===== src/rtl/beep_note_player.sv =====
// beep_note_player: walks a note ROM one beat per address and drives a square wave.
// Define PLAYER_LOOP_EN to restart at address 0 after the last note while en stays high.
module beep_note_player #(
    parameter int BEAT_CYCLES  = 12_500_000,
    parameter int GAP_CYCLES   = 500_000,
    parameter int NOTE_NUM     = 32,
    parameter int PERIOD_SHIFT = 0
) (
    input  logic        sclk,
    input  logic        nrst,
    input  logic        en,
    output logic [15:0] rom_addr,
    input  logic [4:0]  rom_data,
    output logic        beep,
    output logic        busy,
    output logic        done
);

`ifdef PLAYER_LOOP_EN
    localparam logic LOOP = 1'b1;
`else
    localparam logic LOOP = 1'b0;
`endif

    localparam int CMAX = (BEAT_CYCLES > GAP_CYCLES) ? BEAT_CYCLES : GAP_CYCLES;
    localparam int CW   = (CMAX > 1) ? $clog2(CMAX) : 1;

    localparam logic [CW-1:0] BEAT_LAST = CW'(BEAT_CYCLES - 1);
    localparam logic [CW-1:0] GAP_LAST  = CW'(GAP_CYCLES - 1);
    localparam logic [15:0]   ADDR_LAST = 16'(NOTE_NUM - 1);

    typedef enum logic [2:0] {
        S_IDLE,
        S_FETCH,
        S_LOAD,
        S_PLAY,
        S_GAP
    } state_t;

    state_t        state;
    state_t        state_d;
    logic [4:0]    note_reg;
    logic [17:0]   period;
    logic [17:0]   half;
    logic [17:0]   pcnt;
    logic [17:0]   pnext;
    logic [CW-1:0] cnt;
    logic          spent;
    logic          beat_end;
    logic          gap_end;
    logic          last_note;

    function automatic logic [17:0] note_period(input logic [4:0] code);
        logic [17:0] base;
        logic [4:0]  idx;
        logic [1:0]  oct;
        idx = '0;
        oct = 2'd3;
        unique case (1'b1)
            (code >= 5'd1 && code <= 5'd7): begin
                idx = code - 5'd1;
                oct = 2'd0;
            end
            (code >= 5'd8 && code <= 5'd14): begin
                idx = code - 5'd8;
                oct = 2'd1;
            end
            (code >= 5'd15 && code <= 5'd21): begin
                idx = code - 5'd15;
                oct = 2'd2;
            end
            default: oct = 2'd3;
        endcase
        case (idx)
            5'd0:    base = 18'd191113;
            5'd1:    base = 18'd170262;
            5'd2:    base = 18'd151686;
            5'd3:    base = 18'd143173;
            5'd4:    base = 18'd127552;
            5'd5:    base = 18'd113636;
            5'd6:    base = 18'd101238;
            default: base = '0;
        endcase
        if (oct == 2'd3) base = '0;
        return (base >> oct) >> PERIOD_SHIFT;
    endfunction

    // LOAD decodes straight from the ROM so the first PLAY cycle is already high
    assign period    = note_period((state == S_LOAD) ? rom_data : note_reg);
    assign half      = period >> 1;
    assign pnext     = (state == S_LOAD || pcnt == period - 18'd1) ? '0 : pcnt + 18'd1;
    assign beat_end  = (state == S_PLAY) && (cnt == BEAT_LAST);
    assign gap_end   = (state == S_GAP) && (cnt == GAP_LAST);
    assign last_note = (rom_addr == ADDR_LAST);

    always_ff @(posedge sclk or negedge nrst) begin
        if (!nrst) state <= S_IDLE;
        else       state <= state_d;
    end

    always_comb begin
        state_d = state;
        if (!en) begin
            state_d = S_IDLE;
        end else begin
            unique case (state)
                S_IDLE:  if (!spent) state_d = S_FETCH;
                S_FETCH: state_d = S_LOAD;
                S_LOAD:  state_d = S_PLAY;
                S_PLAY:  if (beat_end) state_d = S_GAP;
                S_GAP: begin
                    if (gap_end)
                        state_d = (last_note && !LOOP) ? S_IDLE : S_FETCH;
                end
                default: state_d = S_IDLE;
            endcase
        end
    end

    always_comb begin
        busy = (state != S_IDLE);
    end

    // spent blocks a replay until en has been seen low
    always_ff @(posedge sclk or negedge nrst) begin
        if (!nrst) begin
            rom_addr <= '0;
            note_reg <= '0;
            pcnt     <= '0;
            cnt      <= '0;
            beep     <= 1'b0;
            done     <= 1'b0;
            spent    <= 1'b0;
        end else if (!en) begin
            rom_addr <= '0;
            pcnt     <= '0;
            cnt      <= '0;
            beep     <= 1'b0;
            done     <= 1'b0;
            spent    <= 1'b0;
        end else begin
            done <= 1'b0;
            beep <= 1'b0;
            case (state)
                S_LOAD: begin
                    note_reg <= rom_data;
                    pcnt     <= pnext;
                    cnt      <= '0;
                    beep     <= (pnext < half);
                end
                S_PLAY: begin
                    pcnt <= pnext;
                    beep <= !beat_end && (pnext < half);
                    cnt  <= beat_end ? '0 : cnt + CW'(1);
                end
                S_GAP: begin
                    if (gap_end) begin
                        cnt <= '0;
                        if (last_note) begin
                            rom_addr <= '0;
                            done     <= 1'b1;
                            spent    <= ~LOOP;
                        end else begin
                            rom_addr <= rom_addr + 16'd1;
                        end
                    end else begin
                        cnt <= cnt + CW'(1);
                    end
                end
                default: ;
            endcase
        end
    end

endmodule


===== config.mk =====
export PLATFORM = sky130hd
export DESIGN_NAME = beep_note_player
export DESIGN_NICKNAME = d
export VERILOG_FILES = /design/src/rtl/beep_note_player.sv
export SDC_FILE = /design/constraint.sdc
export NUM_CORES = 1
export LEC_CHECK = 0
export CAP_MARGIN = 5
export CORE_MARGIN = 3
export CORE_UTILIZATION = 35
export DETAILED_ROUTE_END_ITERATION = 8
export PLACE_DENSITY = 0.5
export SETUP_SLACK_MARGIN = 0.15
export SLEW_MARGIN = 40
export SYNTH_ARGS = -nofsm -noshare
export SYNTH_HDL_FRONTEND = slang
export SYNTH_SLANG_ARGS = --single-unit

===== constraint.sdc =====
create_clock -name sclk -period 18.2 [get_ports sclk]
set_input_delay 3.64 -clock sclk [delete_from_list [all_inputs] [get_ports sclk]]
set_output_delay 3.64 -clock sclk [all_outputs]
set_load 0.02 [all_outputs]

# == Yosys cells after proc, flatten, opt, wreduce, memory -nomap -nowiden ==
# Index checks and enable logic that the tools add are counted.
# word_totals
reg_bits,69
output_inout_bits,19
inputBits,8
# op_classes
n_shift,1
muxes,32
order_cmp,7
add_sub_neg,7
n_reduce_logical,15
eq_ne,23
# op_table
cell,count
$pmux W18 S7,1
$mux W18,4
$mux W24,3
$pmux W24 S3,1
$mux W16,4
$add A24 B1 Y24 const B,1
$eq A24 B19 Y1 const B,1
$eq A24 B24 Y1 const B,1
$add A18 B1 Y18 const B,1
$eq A18 B18 Y1,1
$lt A18 B17 Y1,1
$shr A18 B2 Y18,1
$sub A18 B1 Y18 const B,1
$add A16 B1 Y16 const B,1
$eq A16 B5 Y1 const B,1
$eq A5 B3 Y1 const B,3
$pmux W3 S5,1
$pmux W5 S3,1
$mux W3,4
$eq A5 B2 Y1 const B,2
$ge A5 B4 Y1 const B,2
$mux W1,10
$sub A5 B4 Y5 const B,2
$ne A3 B3 Y1 const B,3
25 further kinds,34

# == Depth between registers and ports, before layout ==
# Gate-level depths: netlist (run 1).
# depth
word_depth,17
ltp_mapped,40

# == Worst setup path before layout (run 1) ==
# OpenSTA, ideal clock, no wires.
# synth_timing
kind,input to register
startpoint,input rom_data[0]
endpoint,register beep
stages,35
t_arrival_ns,9.529
path_slack_ns,8.606
cell_sequence,clkbuf_1 -> clkbuf_1 -> nand2_1 -> o21ai_0 -> ha_1 -> clkbuf_1 -> nand4b_1 -> nand4_1 -> a21oi_1 -> o311ai_4 -> a21oi_1 -> nor4_1 -> a2111oi_4 -> ha_1 -> nor4b_1 -> or3_1 -> o2111ai_1 -> nor4_2 -> nand4_2 -> nand2_2 -> buf_4 -> nor2_1 -> ha_1 -> a21oi_1 -> nor2b_1 -> o21ai_0 -> nand2b_1 -> a21oi_1 -> nor2b_1 -> o21ai_0 -> nand2b_1 -> a21oi_1 -> nor3_1 -> a211oi_1 -> o21a_1
# synth_between
elab_chain_len,16
# synth_lines
item,line_no,rtl
"start, declared",13,"input logic [4:0] rom_data,"
$mux W5 (*),-,
$ge A5 B4 Y1 (tied with other cells),68,(code >= 5'd15 && code <= 5'd21): begin
$logic_and A1 B1 Y1 (on tied branches),"68, 60, 64",
$pmux W5 S3,59,unique case (1'b1)
$eq A5 B3 Y1 (tied with other cells),74,case (idx)
$pmux W18 S7,74,
$mux W18,84,if (oct == 2'd3) base = '0;
$shr A18 B2 Y18 (*),85,return (base >> oct) >> PERIOD_SHIFT;
$sub A18 B1 Y18,91,assign pnext = (state == S_LOAD || pcnt == period - 18'd1) ? '0 : pcnt + 18'd1;
$eq A18 B18 Y1,91,
$logic_or A1 B1 Y1,91,
$mux W18,91,
$lt A18 B17 Y1 (*),"149, 153",
$logic_and A1 B1 Y1,153,beep <= !beat_end && (pnext < half);
$pmux W1 S2 (*),144,case (state)
$mux W1 (*),134,end else if (!en) begin
"end signal, assigned",149,beep <= (pnext < half);
"end signal, assigned",153,
"end, declared",14,"output logic beep,"
# Every way passes the cells marked *; elsewhere a longest branch is shown, timed or not.
# A chain may end at the register's enable or synchronous reset.

# == Worst setup path in the final report (run 1) ==
# layout_timing
startpoint,input rom_data[1]
endpoint,register beep
# The elaborated chain is that of the path after synthesis.

==> results of run 1 <==
-- routing by layer --
| metal | vias to the layer above | part of all wire | global-route usage |
|---|---|---|---|
| li1 | 3044 | - | - |
| met1 | 3055 | 0.46 | 0.256 |
| met2 | 214 | 0.47 | 0.307 |
| met3 | 39 | 0.048 | 0.0258 |
| met4 | 0 | 0.026 | 0.0694 |
| met5 | - | 0 | 0 |
-- final cells by class --
| class | count | area (um2) | area share |
|---|---|---|---|
| clock buffer | 9 | 225 | 0.0319 |
| timing repair buffer | 36 | 338 | 0.0478 |
| sequential | 69 | 1730 | 0.244 |
| inverter | 23 | 86.3 | 0.0122 |
| tap | 225 | 282 | 0.0398 |
| multi-input combinational | 671 | 4330 | 0.613 |
| clock inverter | 7 | 80.1 | 0.0113 |
-- stage by stage --
step	util	hold WS, ns	instances	total power, mW	cell area, um2
global placement	0.382	0.467	1023	0.755	6730
CTS	0.401	0.486	1039	0.944	7050
detailed placement	0.383	0.479	1023	0.756	6740
finish	0.402	0.485	1040	0.948	7070
floorplan	-	0.450	822	0.619	6390
global route	0.402	0.536	1040	1.01	7070
-- cells in the mapped netlist (8+ instances only) --
cell and count:
a31oi_1 21, buf_2 17, a211oi_1 10, a21o_1 8
clkbuf_1 37, or3_1 16, o21ai_0 80, ha_1 21
and3_1 31, xor2_1 8, xnor2_1 22, nor2b_1 10
a21oi_1 30, nand2_1 80, nor2_1 67, nand3_1 35
nand4_1 21, inv_1 23, dfrtp_1 69, nor3_1 16
nand2b_1 11, nor4_1 11, and2_1 20, mux2i_1 15
-- logic make-up (layout without fill, tap and decap cells) --
| family | after synthesis | in the layout |
|---|---|---|
| and+or+nand+nor | 356 | 356 |
| AOI/OAI and AO/OA | 243 | 243 |
| DFF | 69 | 69 |
| buffers and inverters | 82 | 75 |
| xor gates and xnor gates | 30 | 30 |
| muxes | 21 | 21 |
| adders and majority gates | 21 | 21 |
-- critical path, delay by kind of cell --
| kind | cells | cell delay [ns] |
|---|---|---|
| adder cells (fa/ha/maj) | 3 | 1.29 |
| AO/OA/AOI/OAI | 12 | 2.98 |
| AND/OR/NAND/NOR | 14 | 3.13 |
| buffers and inverters | 2 | 0.95 |
-- report_power, final --
part | switching (mW) | internal, mW | total, mW
logic | 0.364 | 0.219 | 0.583
registers | 0.0243 | 0.160 | 0.184
clock network | 0.0733 | 0.108 | 0.181
total | 0.461 | 0.487 | 0.948
-- layout by cell type (no fill, tap or decap), drive strengths merged, types with 10 or more instances in the layout --
| master | n |
|---|---|
| o21ai | 87 |
| nand2 | 81 |
| dfrtp | 69 |
| nor2 | 68 |
| nand3 | 35 |
| and3 | 31 |
| a21oi | 30 |
| inv | 26 |
| clkdlybuf4s50 | 25 |
| xnor2 | 22 |
| nand4 | 22 |
| a31oi | 21 |
| ha | 21 |
| and2 | 21 |
| or3 | 16 |
| nor3 | 16 |
| mux2i | 16 |
| nor4 | 12 |
| nand2b | 11 |
| a211oi | 11 |
| buf | 11 |
| nor2b | 10 |
-- worst paths after layout --
kind	from	to	slack [ns]	depth (start not counted)
worst min register to register	cnt[18]	cnt[18]	0.49	1
worst max register to register	state[0]	beep	9.60	31
min in group asynchronous	nrst	cnt[13]	3.41	2
worst min-delay path	cnt[18]	cnt[18]	0.49	1
max in group asynchronous	nrst	cnt[1]	14.32	2
worst max-delay path	rom_data[1]	beep	6.47	31
==> flow_metrics.env, run 1 <==
export IMPL_gp_congestion=0.895
export IMPL_path_class="in2reg"
export IMPL_ys_seq_elements=69
export IMPL_yosysSeqAreaShare=0.270
export IMPL_wirelength_mm=18.7
export IMPL_clk_path_buf_depth=2
export IMPL_status="complete, no violations"
export IMPL_synth_compound_area_share=0.261
export IMPL_grt_pass1_vias=6096
export IMPL_synthToLayoutAreaGrowth_pct=10.7
export IMPL_cts_clk_slew_worst_paths_ns=0.06
export IMPL_cts_tree="done"
export IMPL_rsz0062_at_grt="false"
export IMPL_setup_viol=0
export IMPL_fin_skew_ns=0.00930
export IMPL_maxCapViolations=0
export IMPL_die_area_um2=19900
export IMPL_regMostFlops="cnt"
export IMPL_cts_resized=0
export IMPL_synth_fa_ha_area_frac=0.0411
export IMPL_grt_max_degree=70
export IMPL_first_pass_iters=5
export IMPL_clkSinkCount=69
export IMPL_rows=48
export IMPL_finalHoldViolCount=0
export IMPL_cts_root_buf="clkbuf_16"
export IMPL_synthArstFlopShare=1.00
export IMPL_start_util=0.363
export IMPL_post_route_period_util=0.645
export IMPL_avgViaCountPerCell=6.11
export IMPL_portBuffers=26
export IMPL_largest_reg_flops=24
export IMPL_worst_slew_pin_slew_ns=0.735
export IMPL_drt_initial_drc_count=454
export IMPL_ys_warn_count=0
export IMPL_crit_arrival_ns=12.00
export IMPL_routedWlPerCell_um=18.0
export IMPL_p_leak_nw=2.83
export IMPL_period_minus_slack_ns=11.73
export IMPL_ys_top_cells_by_area="dfrtp_1 (27%), o21ai_0 (6.3%), nand2_1 (4.7%)"
export IMPL_diodes=0
export IMPL_vdd_drop_max_v=0.0000818
export IMPL_post_cts_buffers=0
export IMPL_die_x_um=141
export IMPL_yosysTopAreaCellShare=0.270
export IMPL_slew_headroom=0.497
export IMPL_synth_mux_area_frac=0.0350
export IMPL_crit_required_ns=18.47
export IMPL_hold_buffers=0
export IMPL_drive_gt1_frac=0.0675
export IMPL_avgSynthCellArea_um2=7.77
export IMPL_reg_top3="cnt: 24 flops, pcnt: 18 flops, rom_addr: 16 flops"
export IMPL_place_hpwl_mm=13.2
export IMPL_synth_top_area_cell="dfrtp_1"
export IMPL_fmax_mhz=85.2
export IMPL_synth_edf_count=0
export IMPL_ys_flop_type="dfrtp_1"
export IMPL_drc=0
export IMPL_grt_overflow=0
export IMPL_synth_xor_area_frac=0.0411
export IMPL_h_tree_depth=3
export IMPL_layout_setup_ws_ns=6.47
export IMPL_synth_top_family_by_area="simple AND/OR/NAND/NOR gates"
export IMPL_cp_slowest_stage_delay_ns=0.78
export IMPL_grtUsageTotal=0.189
export IMPL_hp_class="reg2reg"
export IMPL_fin_setup_tns_ns=0
export IMPL_post_place_ws_ns=6.22
export IMPL_grt_pass1_wl_mm=31.4
export IMPL_fin_nets=839
export IMPL_synthDistinctLibCells=86
export IMPL_power_density_nw_per_um2=134
export IMPL_nFillCells=1799
export IMPL_ios=27
export IMPL_crit_top_cell="a21oi_1"
export IMPL_antenna_left=0
export IMPL_syn_inst=822
export IMPL_vias=6352
export IMPL_yosys_area_share_simple=0.296
export IMPL_die_h_um=141
export IMPL_syn_num_nets=851
export IMPL_coreArea_um2=17600
export IMPL_path_max_fanout=23
export IMPL_insertion_delay_ns=0.33
export IMPL_cts_buffers=9
export IMPL_critPathLaunchType="input pin"
export IMPL_cp_end_kind="flop"
export IMPL_antenna_found_initial=0
export IMPL_maxSlewViolCount=0
export IMPL_syn_area_um2=6390
export IMPL_slowest_stage="clkdlybuf4s50_1"
Note: power is estimated with default switching activity, not from simulation.
==> inputs of run 2 (changes only) <==
clock period = 12.3 ns   (was 18.2 ns; I/O delays follow)
==> flow_metrics.env, run 2 (synthesis gave the netlist of run 1 again) <==
export IMPL_worstHoldStart="cnt[18]"
export IMPL_synthToLayoutAreaGrowth_pct=11.3
export IMPL_slew_headroom=0.458
export IMPL_reg_top3="cnt: 24 flops, pcnt: 18 flops, rom_addr: 16 flops"
export IMPL_post_route_period_util=0.850
export IMPL_portBuffers=26
export IMPL_diodes=0
export IMPL_first_pass_iters=5
export IMPL_place_hpwl_mm=13.3
export IMPL_finalHoldViolCount=0
export IMPL_post_cts_buffers=0
export IMPL_drc=0
export IMPL_r2r_cells=31
export IMPL_final_common_cell="nand2_1"
export IMPL_crit_required_ns=12.57
export IMPL_die_h_um=141
export IMPL_layout_setup_ws_ns=1.84
export IMPL_gp_congestion=0.889
export IMPL_cts_root_buf="clkbuf_16"
export IMPL_cts_resized=0
export IMPL_drt_initial_drc_count=398
export IMPL_antenna_found_initial=0
export IMPL_cp_end_kind="flop"
export IMPL_cp_slowest_stage_delay_ns=0.81
export IMPL_crit_top_cell="a21oi_1"
export IMPL_grt_max_degree=70
export IMPL_r2r_start="state[0]"
export IMPL_vdd_drop_max_v=0.000173
export IMPL_slowest_stage="clkdlybuf4s50_1"
export IMPL_status="complete, no violations"
export IMPL_crit_arrival_ns=10.73
export IMPL_wirelength_mm=18.7
export IMPL_coreArea_um2=17600
export IMPL_p_leak_nw=2.85
export IMPL_post_place_ws_ns=1.71
export IMPL_vias=6334
export IMPL_regMostFlops="cnt"
export IMPL_maxSlewViolCount=0
export IMPL_cts_buffers=9
export IMPL_period_minus_slack_ns=10.46
export IMPL_hold_buffers=0
export IMPL_fin_nets=839
export IMPL_start_util=0.363
export IMPL_largest_reg_flops=24
export IMPL_worst_slew_pin_slew_ns=0.811
export IMPL_hold_depth=1
export IMPL_nFillCells=1763
export IMPL_maxCapViolations=0
export IMPL_die_x_um=141
export IMPL_rows=48
export IMPL_grtUsageTotal=0.189
export IMPL_cts_tree="done"
export IMPL_path_max_fanout=23
export IMPL_die_area_um2=19900
export IMPL_power_density_nw_per_um2=203
export IMPL_clk_path_buf_depth=2
export IMPL_routedWlPerCell_um=18.0
export IMPL_h_tree_depth=3
export IMPL_hp_class="reg2reg"
export IMPL_critPathLaunch="rom_data[1]"
export IMPL_grt_overflow=0
export IMPL_layout_common_cells="nand2_1 (80), o21ai_0 (79), dfrtp_1 (69)"
export IMPL_insertion_delay_ns=0.33
export IMPL_reg2reg_setup_slack_ns=3.84
export IMPL_grt_pass1_wl_mm=31.3
export IMPL_ios=27
export IMPL_fin_setup_tns_ns=0
export IMPL_avgViaCountPerCell=6.09
export IMPL_grt_pass1_vias=6061
export IMPL_path_class="in2reg"
export IMPL_clkSinkCount=69
export IMPL_critPathLaunchType="input pin"
export IMPL_setup_viol=0
export IMPL_fin_skew_ns=0.00779
export IMPL_drive_gt1_frac=0.0638
export IMPL_fmax_mhz=95.6
export IMPL_rsz0062_at_grt="false"
export IMPL_antenna_left=0
export IMPL_cts_clk_slew_worst_paths_ns=0.06
run 2: path summary, 6_finish.rpt:
check                         endpoint
max reg2reg                       beep
min in group asynchronous  rom_addr[6]
max                               beep
min                            cnt[18]
max in group asynchronous     pcnt[11]
min reg2reg                    cnt[18]
run 2: per-layer routing:
metal	track usage	wire, um
met1	0.259	8740
met2	0.310	8910
met3	0.0217	734
met4	0.0622	327
met5	0	0
run 2: layout make-up:
type                            instances  area (um2)  share of cell area
Multi-Input combinational cell        671        4320               0.608
Sequential cell                        69        1730               0.243
Clock buffer                           11         253              0.0355
Clock inverter                          5         106              0.0150
Inverter                               23        86.3              0.0121
Timing Repair Buffer                   36         334              0.0470
Tap cell                              225         282              0.0396
run 2: worst max-delay path: cells and delay by family:
family / cells / cell delay, ns
simple gates: 14 / 3.06
fa+ha+maj: 3 / 1.27
compound gates: 12 / 2.90
buf+inv: 2 / 0.99
run 2: stage by stage:
step                cell area [um2]  utilization  power [mW]  cells  hold WS, ns
floorplan                      6390            -       0.916    822        0.450
global placement               6730        0.382        1.12   1023        0.469
detailed placement             6740        0.383        1.12   1024        0.492
CTS                            7100        0.403        1.43   1040        0.500
global route                   7110        0.404        1.54   1040        0.523
finish                         7110        0.404        1.44   1040        0.490
run 2: power by group:
group          total (mW)  switching, mW  internal [mW]
clock               0.309         0.0995          0.209
combinational       0.860          0.535          0.325
sequential          0.272         0.0359          0.236
==> inputs of run 3 (changes only) <==
CTS_CLUSTER_DIAMETER = 60   (was not set)
clock period = 13.4 ns   (was 12.3 ns; I/O delays follow)
==> flow_metrics.env, run 3 (synthesis gave the netlist of run 1 again) <==
export IMPL_critPathLaunchType="input pin"
export IMPL_p_leak_nw=2.81
export IMPL_routedWlPerCell_um=18.0
export IMPL_power_density_nw_per_um2=180
export IMPL_maxSlewViolCount=0
export IMPL_layout_common_cells="nand2_1 (80), o21ai_0 (79), dfrtp_1 (69)"
export IMPL_slew_headroom=0.479
export IMPL_drc=0
export IMPL_regMostFlops="cnt"
export IMPL_reg_top3="cnt: 24 flops, pcnt: 18 flops, rom_addr: 16 flops"
export IMPL_rows=48
export IMPL_hp_class="reg2reg"
export IMPL_seqCellArea_um2=1730
export IMPL_fin_skew_ns=0.0103
export IMPL_multi_input_area_um2=4330
export IMPL_maxCapViolations=0
export IMPL_die_h_um=141
export IMPL_final_common_cell="nand2_1"
export IMPL_drt_initial_drc_count=512
export IMPL_grtUsageTotal=0.187
export IMPL_vdd_drop_max_v=0.0000915
export IMPL_worst_slew_pin_slew_ns=0.782
export IMPL_drive_gt1_frac=0.0663
export IMPL_cts_resized=0
export IMPL_h_tree_depth=3
export IMPL_place_hpwl_mm=13.3
export IMPL_cp_slowest_stage_delay_ns=0.80
export IMPL_start_util=0.363
export IMPL_finalHoldViolCount=0
export IMPL_vias=6368
export IMPL_grt_max_degree=70
export IMPL_cts_clk_slew_worst_paths_ns=0.06
export IMPL_path_max_fanout=23
export IMPL_rsz0062_at_grt="false"
export IMPL_portBuffers=26
export IMPL_gp_congestion=0.894
export IMPL_clk_path_buf_depth=2
export IMPL_setup_viol=0
export IMPL_first_pass_iters=7
export IMPL_path_class="in2reg"
export IMPL_hold_buffers=0
export IMPL_antenna_left=0
export IMPL_avgViaCountPerCell=6.13
export IMPL_grt_overflow=0
export IMPL_synthToLayoutAreaGrowth_pct=10.2
export IMPL_grt_pass1_vias=6042
export IMPL_post_route_period_util=0.799
export IMPL_period_minus_slack_ns=10.71
export IMPL_cts_root_buf="clkbuf_16"
export IMPL_diodes=0
export IMPL_fin_setup_tns_ns=0
export IMPL_cts_tree="done"
export IMPL_cts_buffers=9
export IMPL_coreArea_um2=17600
export IMPL_die_area_um2=19900
export IMPL_crit_arrival_ns=10.98
export IMPL_fmax_mhz=93.4
export IMPL_cp_end_kind="flop"
export IMPL_status="complete, no violations"
export IMPL_crit_top_cell="a21oi_1"
export IMPL_slowest_stage="clkdlybuf4s50_1"
export IMPL_clkSinkCount=69
export IMPL_antenna_found_initial=0
export IMPL_ios=27
export IMPL_post_cts_buffers=0
export IMPL_insertion_delay_ns=0.33
export IMPL_whs_ns=0.489
export IMPL_crit_required_ns=13.67
export IMPL_fin_nets=838
export IMPL_wirelength_mm=18.7
export IMPL_die_x_um=141
export IMPL_largest_reg_flops=24
export IMPL_nFillCells=1774
export IMPL_grt_pass1_wl_mm=31.2
run 3: final timing paths:
kind                        startpoint           to  slack (ns)  depth (start not counted)
min in group asynchronous         nrst  rom_addr[7]        2.45                          2
setup reg to reg              state[0]         beep        4.89                         31
max in group asynchronous         nrst       cnt[2]       10.49                          2
hold / removal                 cnt[18]      cnt[18]        0.49                          1
hold reg to reg                cnt[18]      cnt[18]        0.49                          1
setup / recovery           rom_data[1]         beep        2.69                         31
run 3: cell type report:
| cell class | count | share of cell area |
|---|---|---|
| multi-input combinational | 671 | 0.616 |
| sequential | 69 | 0.245 |
| timing repair buffer | 35 | 0.0464 |
| tap | 225 | 0.0400 |
| clock buffer | 10 | 0.0339 |
| inverter | 23 | 0.0123 |
| clock inverter | 6 | 0.00658 |
run 3: critical path: cells and delay by family:
kind,cells,cell delay (ns)
AND/OR/NAND/NOR,14,3.10
buffers and inverters,2,0.98
AO/OA/AOI/OAI,12,2.93
adder cells (fa/ha/maj),3,1.27
run 3: metal layers:
metal  up-vias  global-route usage  share of wire
met5         -                   0              0
met4         0              0.0581          0.019
met3        27              0.0258          0.045
met2       199               0.308           0.48
met1      3090               0.253           0.46
li1       3052                   -              -
run 3: through the flow:
step / total power, mW / util / instances / worst slack (ns) / instance area [um2]
final: 1.27 / 0.400 / 1039 / 2.69 / 7040
after detailed placement: 1.03 / 0.383 / 1023 / 2.44 / 6740
after global routing: 1.36 / 0.400 / 1039 / 2.00 / 7040
after global placement: 1.03 / 0.382 / 1023 / 2.97 / 6730
after floorplan: 0.841 / - / 822 / 4.77 / 6390
after CTS: 1.26 / 0.399 / 1039 / 2.79 / 7030
run 3: power breakdown:
part	leakage, nW	internal (mW)	switching, mW
Combinational	1.73	0.298	0.492
Sequential	0.949	0.217	0.0342
Clock	0.135	0.132	0.0950
